File: src/rtl/edge_check_monitor.sv
// Multi-channel edge-occurrence checker: flags any channel that goes a full window of
// samples without a qualifying edge, with sticky flags and saturating failure counters.
module edge_check_monitor #(
  parameter int NUM_CH  = 4,
  parameter int MAX_WIN = 16,
  parameter int CNT_W   = 8
) (
  input  logic                      clk,
  input  logic                      rst_n,
  input  logic                      en,
  input  logic                      clr,
  input  logic [NUM_CH-1:0]         sig_in,
  input  logic [2*NUM_CH-1:0]       mode,
  input  logic [$clog2(MAX_WIN+1)-1:0] win,
  output logic [NUM_CH-1:0]         edge_o,
  output logic [NUM_CH-1:0]         fail_o,
  output logic [NUM_CH-1:0]         sticky_o,
  output logic [NUM_CH*CNT_W-1:0]   fail_cnt_o
);

  localparam int WIN_W = $clog2(MAX_WIN + 1);
  localparam logic [WIN_W-1:0] MAX_WIN_L = WIN_W'(MAX_WIN);
  localparam logic [WIN_W-1:0] TIMER_ONE = WIN_W'(1);
  localparam logic [CNT_W-1:0] CNT_MAX   = '1;
  localparam logic [CNT_W-1:0] CNT_ONE   = CNT_W'(1);

  typedef enum logic {IDLE, CHECK} state_t;

  logic [WIN_W-1:0]  win_eff;
  logic [NUM_CH-1:0] prev_reg;

  always_comb begin
    win_eff = (win > MAX_WIN_L) ? MAX_WIN_L : win;
  end

  // The previous sample tracks the input unconditionally so re-enabling never sees a stale edge.
  always_ff @(posedge clk) begin
    if (!rst_n) prev_reg <= '0;
    else        prev_reg <= sig_in;
  end

  generate
    for (genvar gi = 0; gi < NUM_CH; gi++) begin : g_ch
      state_t           state_reg, state_next;
      logic [WIN_W-1:0] timer_reg, timer_next;
      logic             edge_reg, edge_next;
      logic             fail_reg, fail_next;
      logic             sticky_reg, sticky_next;
      logic [CNT_W-1:0] cnt_reg, cnt_next, cnt_base;
      logic [1:0]       ch_mode;
      logic             cur, prv, qual, active, expire;
      logic [WIN_W:0]   timer_inc;

      assign ch_mode = mode[2*gi +: 2];
      assign cur     = sig_in[gi];
      assign prv     = prev_reg[gi];
      assign active  = en && (ch_mode != 2'b11);

      always_comb begin
        qual = 1'b0;
        case (ch_mode)
          2'b00:   qual = !prv && cur;
          2'b01:   qual = prv && !cur;
          2'b10:   qual = prv ^ cur;
          default: qual = 1'b0;
        endcase
      end

      // >= rather than == so a window shrunk below the running timer still expires.
      assign timer_inc = {1'b0, timer_reg} + {1'b0, TIMER_ONE};
      assign expire    = (win_eff != '0) && (timer_inc >= {1'b0, win_eff});

      always_comb begin
        state_next = state_reg;
        timer_next = timer_reg;
        edge_next  = 1'b0;
        fail_next  = 1'b0;
        case (state_reg)
          IDLE, CHECK: begin
            if (!active) begin
              state_next = IDLE;
              timer_next = '0;
            end else begin
              state_next = CHECK;
              if (qual) begin
                edge_next  = 1'b1;
                timer_next = '0;
              end else if (expire) begin
                fail_next  = 1'b1;
                timer_next = '0;
              end else if (win_eff == '0) begin
                timer_next = '0;
              end else begin
                timer_next = timer_inc[WIN_W-1:0];
              end
            end
          end
          default: begin
            state_next = IDLE;
            timer_next = '0;
          end
        endcase
      end

      // A clear lands before a same-cycle failure, so that failure is still recorded.
      always_comb begin
        cnt_base    = clr ? '0 : cnt_reg;
        cnt_next    = (fail_next && (cnt_base != CNT_MAX)) ? cnt_base + CNT_ONE : cnt_base;
        sticky_next = clr ? fail_next : (sticky_reg | fail_next);
      end

      always_ff @(posedge clk) begin
        if (!rst_n) begin
          state_reg  <= IDLE;
          timer_reg  <= '0;
          edge_reg   <= 1'b0;
          fail_reg   <= 1'b0;
          sticky_reg <= 1'b0;
          cnt_reg    <= '0;
        end else begin
          state_reg  <= state_next;
          timer_reg  <= timer_next;
          edge_reg   <= edge_next;
          fail_reg   <= fail_next;
          sticky_reg <= sticky_next;
          cnt_reg    <= cnt_next;
        end
      end

      assign edge_o[gi]                    = edge_reg;
      assign fail_o[gi]                    = fail_reg;
      assign sticky_o[gi]                  = sticky_reg;
      assign fail_cnt_o[CNT_W*gi +: CNT_W] = cnt_reg;
    end
  endgenerate

endmodule

File: config.mk
export PLATFORM = sky130hd
export DESIGN_NAME = edge_check_monitor
export DESIGN_NICKNAME = d
export VERILOG_FILES = /design/src/rtl/edge_check_monitor.sv
export SDC_FILE = /design/constraint.sdc
export NUM_CORES = 1
export LEC_CHECK = 0
export BUFFER_PORTS_ARGS = -buffer_cell sky130_fd_sc_hd__buf_2
export CAP_MARGIN = 20
export CORE_MARGIN = 8
export CORE_UTILIZATION = 50
export DETAILED_ROUTE_END_ITERATION = 8
export PLACE_DENSITY = 0.72
export SLEW_MARGIN = 10
export SYNTH_ARGS = -nofsm -noshare
export SYNTH_HDL_FRONTEND = slang
export SYNTH_SLANG_ARGS = --single-unit
File: constraint.sdc
create_clock -name clk -period 3.1 [get_ports clk]
set_clock_uncertainty 0.1 [all_clocks]
set_input_delay 0.62 -clock clk [delete_from_list [all_inputs] [get_ports clk]]
set_output_delay 0.62 -clock clk [all_outputs]
set_load 0.03 [all_outputs]
==> impl_metrics.yaml, run 1 <==
sta:
  slew_headroom: 0.537
  finalSetupViolCount: 0
  finalHoldViolations: 0
  finalMaxSlewViolations: 0
  period_needed_ps: 2730
  tightest_slew_ps: 688
  rsz0062_at_grt: "false"
  tns_ps: 0
  period_share: 0.881
  max_freq_mhz: 366
synthesis:
  synthDistinctLibCells: 49
  yosysSeqAreaShare: 0.351
  synthArstFlopShare: 0
  yosys.area_share.simple: 0.274
  synth_flop_cell: "dfxtp_1"
  synth_compound_area_frac: 0.123
  syn-instance-count: 437
  synthMuxAreaShare: 0.0207
  synth_edf_count: 0
  ys_warn_count: 0
  syn_area_sq_um: 3870
  ys_seq_elements: 68
  synth_xor_area_frac: 0.0565
  synth_top_family_by_area: "simple AND/OR/NAND/NOR gates"
  post_synth.cell_area_avg_sq_um: 8.86
  syn_nets: 494
  synthAdderAreaFrac: 0.116
power_and_ir_drop:
  clkPwrFrac: 0.404
  vdd_drop_max_mv: 0.169
  p_int_w: 0.00136
  power_w: 0.00181
  p_sw_frac: 0.246
  p_leak_nw: 2.11
  seq_power_share: 0.495
  p_sw_w: 0.000444
  p_per_area_nw_per_um2: 406
  p_comb_frac: 0.102
route:
  wl_um: 8710
  vias: 3234
  wl_per_cell_um: 14.4
  dr.pass1.iters: 4
  dr.max_layer_used: "met4"
  drcViolationCount: 0
  wl_met3_um: 438
  vias_per_cell: 5.35
  ant_nets: 0
  drt_iter0_drc: 128
  met1_length_um: 4220
  wl_met2_um: 3950
cells_and_area:
  fin_area_sq_um: 4450
  num_antenna_cells: 0
  finalNetCount: 557
  mostFrequentLayoutCells: "dfxtp_1, buf_2, ha_1, nand2_1, nand3_1"
  fin_util: 0.585
  largest_reg_flops: 32
  fillers: 714
  drive_gt1_frac: 0.201
  layout_commonest_cell: "dfxtp_1"
  area_growth_pct: 14.8
die:
  pin_count: 65
  die_h_um: 104
  die_area_sq_um: 10800
  rows: 32
  core_sq_um: 7610
  initial_utilization: 0.509
  fp.dieW_um: 104
grt:
  grt_pass1_wl_um: 14700
  grt_start_max_net_pins: 26
  track_usage: 0.163
  grt_pass1_vias: 3213
  grt-ovfl-total: 0
  antenna_found_initial: 0
placement:
  place_area_sq_um: 4260
  io_buffers: 64
  dpl.hpwl_um: 6720
  place_congestion: 0.859
clock_tree:
  cts_max_path_buffers: 2
  cts_inserted_buffers: 9
  ctsHtreeMaxLevel: 3
  clock_latency_ps: 340
  post_cts_buffers: 0
  cts_resized: 0
  cts_tree: "built"
  ctsHoldBuffers: 0
  cts.clk_slew.worst_paths_ps: 70
  clockRootBuffer: "clkbuf_8"
  cts.sinks: 68
worst_hold_path:
  min_path_cells: 1
  hold_path_class: "reg2reg"
outcome:
  outcome: "finished clean"
worst_setup_path:
  crit_arrival_ps: 2920
  crit_path_end_kind: "flop"
  setup.worst_path.start_class: "flop"
  cp.required_ps: 3290
  rr_worst_depth: 9
  crit_fanout: 8
  crit_type: "reg2reg"
job:
  drv_cap: 0
[path summary, 6_finish.rpt]
check        slack (ps)                       startpoint                       endpoint
min reg2reg         350    g_ch[3].sticky_reg$_SDFF_PN0_  g_ch[3].sticky_reg$_SDFF_PN0_
max                 370  g_ch[2].timer_reg[0]$_SDFF_PP0_  g_ch[2].cnt_reg[6]$_SDFF_PN0_
min                 350    g_ch[3].sticky_reg$_SDFF_PN0_  g_ch[3].sticky_reg$_SDFF_PN0_
max reg2reg         370  g_ch[2].timer_reg[0]$_SDFF_PP0_  g_ch[2].cnt_reg[6]$_SDFF_PN0_
[logic make-up (layout without fill, tap and decap cells)]
kind of cell	Yosys count	after routing
compound gates	67	67
xor+xnor	25	25
fa+ha+maj	36	36
buf+inv	46	112
flops	68	68
mux	8	8
simple gates	187	187
[synth_stat cells, types with 3 or more instances]
cell      number  area share
o31ai_1        4      0.0078
xor2_1         5       0.011
xnor2_1       20       0.045
inv_1         25       0.024
nor3_1         5      0.0065
clkbuf_1       6      0.0058
nor2_1        25       0.024
nand2b_1      12       0.019
a21o_1         7       0.014
nand3_1       26       0.034
or3_1          3      0.0048
and3_1        23       0.037
mux2i_1        8       0.021
dfxtp_1       68        0.35
or4_1          3      0.0058
nor2b_1       22       0.036
and2_1        16       0.026
o211ai_1      12       0.023
a41oi_1        3      0.0068
a21oi_1       11       0.014
and2b_2        3      0.0068
o21ai_0       15       0.019
ha_1          36        0.12
nand2_1       30       0.029
a31oi_1        3      0.0048
o21ai_1        3      0.0039
buf_4         14       0.027
[power by group through the flow]
stage | combinational [W] | clock (W) | sequential, W
after floorplan | 0.000122 | 0 | 0.000915
after global placement | 0.000178 | 0 | 0.000913
after detailed placement | 0.000184 | 0 | 0.000914
after CTS | 0.000185 | 0.000748 | 0.000893
after global routing | 0.000206 | 0.000787 | 0.000895
final | 0.000184 | 0.000729 | 0.000894
[critical path: stages, from the launching register on]
cell and delay (ps):
dfxtp_1 400, ha_1 210, nand3_1 100, xnor2_1 180
ha_1 330, nand3_1 70, o21ai_0 490, o21ai_2 220
or4_1 510, nand2_1 70
[per-stage QoR]
stage	hold WS [ps]	cells	worst slack (ps)
after floorplan	327	437	490
after global placement	331	591	271
after detailed placement	339	591	171
after CTS	356	605	368
after global routing	370	605	170
final	349	605	370
[cell type report]
| cell class | count | area [sq um] | share of cell area |
|---|---|---|---|
| multi-input cells | 323 | 2290 | 0.514 |
| flip-flops and latches | 68 | 1360 | 0.306 |
| repair buffers | 73 | 388 | 0.0872 |
| clock buffers | 12 | 155 | 0.0349 |
| well taps | 102 | 128 | 0.0287 |
| inverters | 25 | 93.8 | 0.0211 |
| clock inverters | 2 | 35.0 | 0.00788 |
[metal layers]
| layer | vias to the layer above | track usage |
|---|---|---|
| met5 | - | 0 |
| met4 | 0 | 0.0683 |
| met3 | 8 | 0.0403 |
| met2 | 60 | 0.266 |
| met1 | 1520 | 0.201 |
| li1 | 1646 | - |
(Power assumes the default switching activity.)
==> run 2, diff against run 1 <==
Settings changed: ABC_AREA from default to 1, PLACE_DENSITY 0.72 to 0.71.
==> run 2 against run 1 <==
Compared with the run above: highest routed layer unchanged; core utilization shrank 1.3 points; total power grew 11%; design area grew 9.4%; clock power grew 26%; critical path type is now in2reg; worst hold slack gained 18 ps; register-to-register slack gained 240 ps; sequential cell count is the same; clock-buffer cell count shrank 2; critical path depth grew 3; largest power group is now clock; maximum frequency grew 5.9%.
==> impl_metrics.yaml, run 2 <==
clock_tree:
  cts_tree: "built"
  cts_resized: 0
  cts.sinks: 68
  cts_inserted_buffers: 9
  clock_latency_ps: 350
  clockRootBuffer: "clkbuf_8"
  ctsHoldBuffers: 0
  cts_max_path_buffers: 2
  post_cts_buffers: 0
  cts.clk_slew.worst_paths_ps: 80
  ctsHtreeMaxLevel: 3
sta:
  finalSetupViolCount: 0
  rsz0062_at_grt: "false"
  worst_slack_ps: 521
  finalMaxSlewViolations: 0
  max_freq_mhz: 388
  period_needed_ps: 2580
  finalHoldViolations: 0
  hold_ws_ps: 366
  period_share: 0.832
  tightest_slew_ps: 632
  slew_headroom: 0.578
  tns_ps: 0
power_and_ir_drop:
  seq_power_share: 0.444
  p_int_w: 0.00150
  p_comb_frac: 0.101
  power_w: 0.00201
  p_leak_nw: 2.48
  p_sw_frac: 0.254
  vdd_drop_max_mv: 0.253
  p_per_area_nw_per_um2: 414
  p_sw_w: 0.000511
  clkPwrFrac: 0.456
synthesis:
  synthArstFlopShare: 0
  syn_nets: 680
  synth.top_cells.by_count: "nand2_1, inv_1, nor2_1"
  ys_top_cells_by_area: "dfxtp_1, nand2_1, ha_1"
  ys_seq_elements: 68
  syn_area_sq_um: 4290
  yosys.area.top_type_share: 0.317
  synth_flop_cell: "dfxtp_1"
  ys_warn_count: 0
  yosysSeqAreaShare: 0.317
  synth_edf_count: 0
  synthDistinctLibCells: 33
  post_synth.cell_area_avg_sq_um: 6.89
  synth.most_common_cell: "nand2_1"
  synth_top_area_cell: "dfxtp_1"
  syn-instance-count: 623
die:
  pin_count: 65
  die_h_um: 109
  rows: 34
  fp.dieW_um: 109
  initial_utilization: 0.505
  core_sq_um: 8510
  die_area_sq_um: 11800
route:
  vias_per_cell: 5.06
  drcViolationCount: 0
  wl_um: 10200
  dr.pass1.iters: 4
  vias: 4013
  ant_nets: 0
  wl_per_cell_um: 12.8
  drt_iter0_drc: 155
grt:
  track_usage: 0.181
  grt_pass1_vias: 4016
  grt_pass1_wl_um: 17400
  grt-ovfl-total: 0
  grt_start_max_net_pins: 20
  antenna_found_initial: 0
cells_and_area:
  fillers: 844
  regArea_sq_um: 1360
  num_antenna_cells: 0
  multi_input_comb_area_sq_um: 2390
  drive_gt1_frac: 0.166
  area_growth_pct: 13.4
  finalNetCount: 737
  mostFrequentLayoutCells: "nand2_1, inv_1, nor2_1, dfxtp_1, buf_2"
  fin_util: 0.572
  largest_reg_flops: 32
  layout_commonest_cell: "nand2_1"
worst_setup_path:
  crit_fanout: 11
  crit_start: "win[2]"
  crit_type: "in2reg"
  crit_top_cell: "nand2_1"
  crit_path_end_kind: "flop"
  r2r_start: "g_ch[0].timer_reg[0]$_SDFF_PP0_"
  setup.worst_path.start_class: "input port"
  cp_cell_sequence: "buf_2, nor2_1, nand3_1, a21oi_1, ha_1, o21ai_0, nand2_1, nand2_1, nand3_1, nand2_2, nand2_1, a21oi_1"
  worst_path_largest_cell_delay_ps: 330
  crit_slowest_cell: "nand3_1"
  crit_arrival_ps: 2760
  cp.required_ps: 3280
  crit_buf_inv: 1
  path_delay_family: "simple AND/OR/NAND/NOR gates"
worst_hold_path:
  hold_start: "g_ch[2].sticky_reg$_SDFF_PN0_"
  hold_path_class: "reg2reg"
placement:
  io_buffers: 64
  dpl.hpwl_um: 7770
  pre_cts_slack_ps: 151
  place_congestion: 0.880
job:
  drv_cap: 0
outcome:
  outcome: "finished clean"
run 2: worst paths after layout:
path / endpoint / slack [ps] / depth (start not counted)
setup / recovery: g_ch[1].cnt_reg[2]$_SDFF_PN0_ / 520 / 12
hold / removal: g_ch[2].sticky_reg$_SDFF_PN0_ / 370 / 2
setup reg to reg: g_ch[0].timer_reg[2]$_SDFF_PP0_ / 610 / 11
hold reg to reg: g_ch[2].sticky_reg$_SDFF_PN0_ / 370 / 2
run 2: cell families after synthesis:
logic type / share of synthesized area
adders and majority gates: 0.105
DFF: 0.317
xor gates and xnor gates: 0.0428
AOI/OAI and AO/OA: 0.0627
buffers and inverters: 0.127
and+or+nand+nor: 0.346
run 2: final cells by class:
type                    count  share of cell area
flip-flops and latches     68               0.280
multi-input cells         433               0.490
repair buffers             69              0.0735
well taps                 108              0.0278
clock inverters             6              0.0229
clock buffers              10              0.0283
inverters                  99              0.0774
run 2: routing by layer:
metal	vias to the layer above	track usage	routed length, um
met2	72	0.317	5080
li1	2073	-	-
met3	18	0.0485	589
met1	1850	0.202	4330
met5	-	0	0
met4	0	0.0753	174
run 2: tightest hold or removal path, stage by stage, from the launching register on:
cell and delay [ps]:
dfxtp_1 310, nand2_1 60, a21oi_1 50
run 2: metrics by stage:
| stage | instances | cell area, sq um |
|---|---|---|
| after floorplan | 623 | 4290 |
| after global routing | 793 | 4870 |
| after global placement | 777 | 4620 |
| final | 793 | 4870 |
| after CTS | 793 | 4870 |
| after detailed placement | 777 | 4620 |
run 2: power groups by stage:
stage / Clock, W / Sequential [W] / Combinational (W)
after floorplan: 0 / 0.000916 / 0.000146
after global placement: 0 / 0.000914 / 0.000197
after detailed placement: 0 / 0.000915 / 0.000203
after CTS: 0.000931 / 0.000894 / 0.000204
after global routing: 0.000967 / 0.000895 / 0.000231
final: 0.000917 / 0.000894 / 0.000203
==> run 3, diff against run 2 <==
Settings changed: ABC_AREA 1 to 0, PLACE_DENSITY 0.71 to 0.72.
Clock period 3.1 ns to 2.38 ns, I/O delays scaled along.
==> run 3 against run 2 <==
Compared with the run above: non-clock buffer count rose by 43; sequential share of layout area down 0.17 points; clock power fell by 1%; first-iteration DRC count is 7.7% higher; via count fell by 16%; sequential power increased by 30%; die area fell by 8.4%; final cell count fell by 19%; critical path type is now reg2reg.
==> impl_metrics.yaml, run 3 (same netlist as run 1, synthesis figures left out) <==
outcome:
  outcome: "finished clean"
die:
  core_sq_um: 7610
  pin_count: 65
  fp.dieW_um: 104
  die_area_sq_um: 10800
  initial_utilization: 0.509
  rows: 32
  die_h_um: 104
grt:
  antenna_found_initial: 0
  grt_pass1_wl_um: 15400
  track_usage: 0.170
  grt-busiest-layer: "met2"
  grt_pass1_vias: 3336
  grt-ovfl-total: 0
  gr-usage-met3: 0.0564
  grtUsageMet2: 0.269
  grt_start_max_net_pins: 19
  grt_use_met1: 0.206
route:
  drcViolationCount: 0
  wl_um: 9670
  vias_per_cell: 5.25
  ant_nets: 0
  drt_iter0_drc: 167
  wl_per_cell_um: 15.0
  dr.pass1.iters: 4
  vias: 3390
cells_and_area:
  drive_gt1_frac: 0.324
  multi_input_comb_area_sq_um: 2450
  regArea_sq_um: 1380
  finalNetCount: 596
  layout_commonest_cell: "buf_2"
  mostFrequentLayoutCells: "buf_2, dfxtp_1, buf_4, ha_1, nand2_1"
  area_growth_pct: 27.9
  largest_reg_flops: 32
  num_antenna_cells: 0
  fillers: 649
  fin_util: 0.651
sta:
  slew_headroom: 0.638
  max_freq_mhz: 421
  period_needed_ps: 2370
  tightest_slew_ps: 536
  rsz0062_at_grt: "true"
  finalSetupViolCount: 0
  worst_slack_ps: 5.75
  period_share: 0.998
  finalHoldViolations: 0
  finalMaxSlewViolations: 0
clock_tree:
  clockRootBuffer: "clkbuf_8"
  cts.clk_slew.worst_paths_ps: 70
  cts.sinks: 68
  ctsHoldBuffers: 0
  cts_tree: "built"
  cts_max_path_buffers: 2
  ctsHtreeMaxLevel: 3
  clock_latency_ps: 340
  cts_inserted_buffers: 9
worst_setup_path:
  cp_cell_sequence: "ha_4, nand3_2, xnor2_2, ha_1, nand3_2, o21ai_4, o211ai_1, or3_1, a21oi_2"
  crit_type: "reg2reg"
  crit_path_end_kind: "flop"
  setup.worst_path.start_class: "flop"
  crit_fanout: 5
  cp.required_ps: 2550
  worst_path_largest_cell_delay_ps: 410
  crit_arrival_ps: 2540
  crit_top_cell: "nand3_2"
  crit_slowest_cell: "or3_1"
worst_hold_path:
  hold_path_class: "in2reg"
power_and_ir_drop:
  p_comb_frac: 0.129
  p_int_w: 0.00175
  p_leak_nw: 2.36
  p_per_area_nw_per_um2: 480
  vdd_drop_max_mv: 0.248
  p_sw_frac: 0.262
  p_sw_w: 0.000622
  power_w: 0.00238
  clkPwrFrac: 0.382
  seq_power_share: 0.489
placement:
  pre_cts_slack_ps: -305
  dpl.hpwl_um: 7150
  io_buffers: 64
  place_congestion: 0.858
job:
  drv_cap: 0
-- run 3: power by group through the flow --
stage / Clock [W] / Sequential (W) / Combinational [W]
final: 0.000908 / 0.00116 / 0.000306
after floorplan: 0 / 0.00119 / 0.000159
after detailed placement: 0 / 0.00119 / 0.000283
after CTS: 0.000929 / 0.00116 / 0.000287
after global routing: 0.000975 / 0.00116 / 0.000340
after global placement: 0 / 0.00119 / 0.000276
-- run 3: metal layers --
layer  routed length, um  part of all wire  vias up
met5                   0                 0        -
met4                 236             0.024        0
met1                4420              0.46     1583
met3                 493             0.051       17
met2                4520              0.47       64
li1                    -                 -     1726
-- run 3: timing repair --
| action | in CTS | in global routing |
|---|---|---|
| hold endpoints to repair | 0 | 0 |
| endpoints found under the setup margin | 16 | 47 |
| resized for setup | 3 | 47 |
| setup buffers | 0 | 6 |
| pin swaps | 0 | 14 |
| gates cloned | 0 | 0 |
-- run 3: layout make-up --
class	instances	share of cell area
Clock buffer	13	0.0341
Clock inverter	3	0.00404
Multi-Input combinational cell	323	0.494
Inverter	25	0.0189
Timing Repair Buffer	112	0.145
Tap cell	102	0.0258
Sequential cell	68	0.278
-- run 3: final timing paths --
| check | startpoint | to | slack, ps | cells past startpoint |
|---|---|---|---|---|
| max reg2reg | g_ch[1].timer_reg[0]$_SDFF_PP0_ | g_ch[1].cnt_reg[4]$_SDFF_PN0_ | 6 | 9 |
| min reg2reg | g_ch[3].timer_reg[0]$_SDFF_PP0_ | g_ch[3].timer_reg[0]$_SDFF_PP0_ | 350 | 1 |
| max | g_ch[1].timer_reg[0]$_SDFF_PP0_ | g_ch[1].cnt_reg[4]$_SDFF_PN0_ | 6 | 9 |
| min | sig_in[1] | prev_reg[1]$_SDFF_PN0_ | 270 | 2 |
-- run 3: worst max-delay path, delay by kind of cell, from the launching register on --
kind                       cells  cell delay, ps
AOI/OAI and AO/OA              3             560
xor gates and xnor gates       1             150
adders and majority gates      2             500
DFF                            1             370
and+or+nand+nor                3             610
-- run 3: metrics by stage --
step           area (sq um)  instances  TNS, ps  hold slack (ps)
2_1_floorplan          3870        437        0              327
3_3_place_gp           4530        624    -1690              330
3_5_place_dp           4530        624    -3180              334
4_1_cts                4720        640    -20.4              255
5_1_grt                4950        646     -285              267
6_report               4950        646        0              268
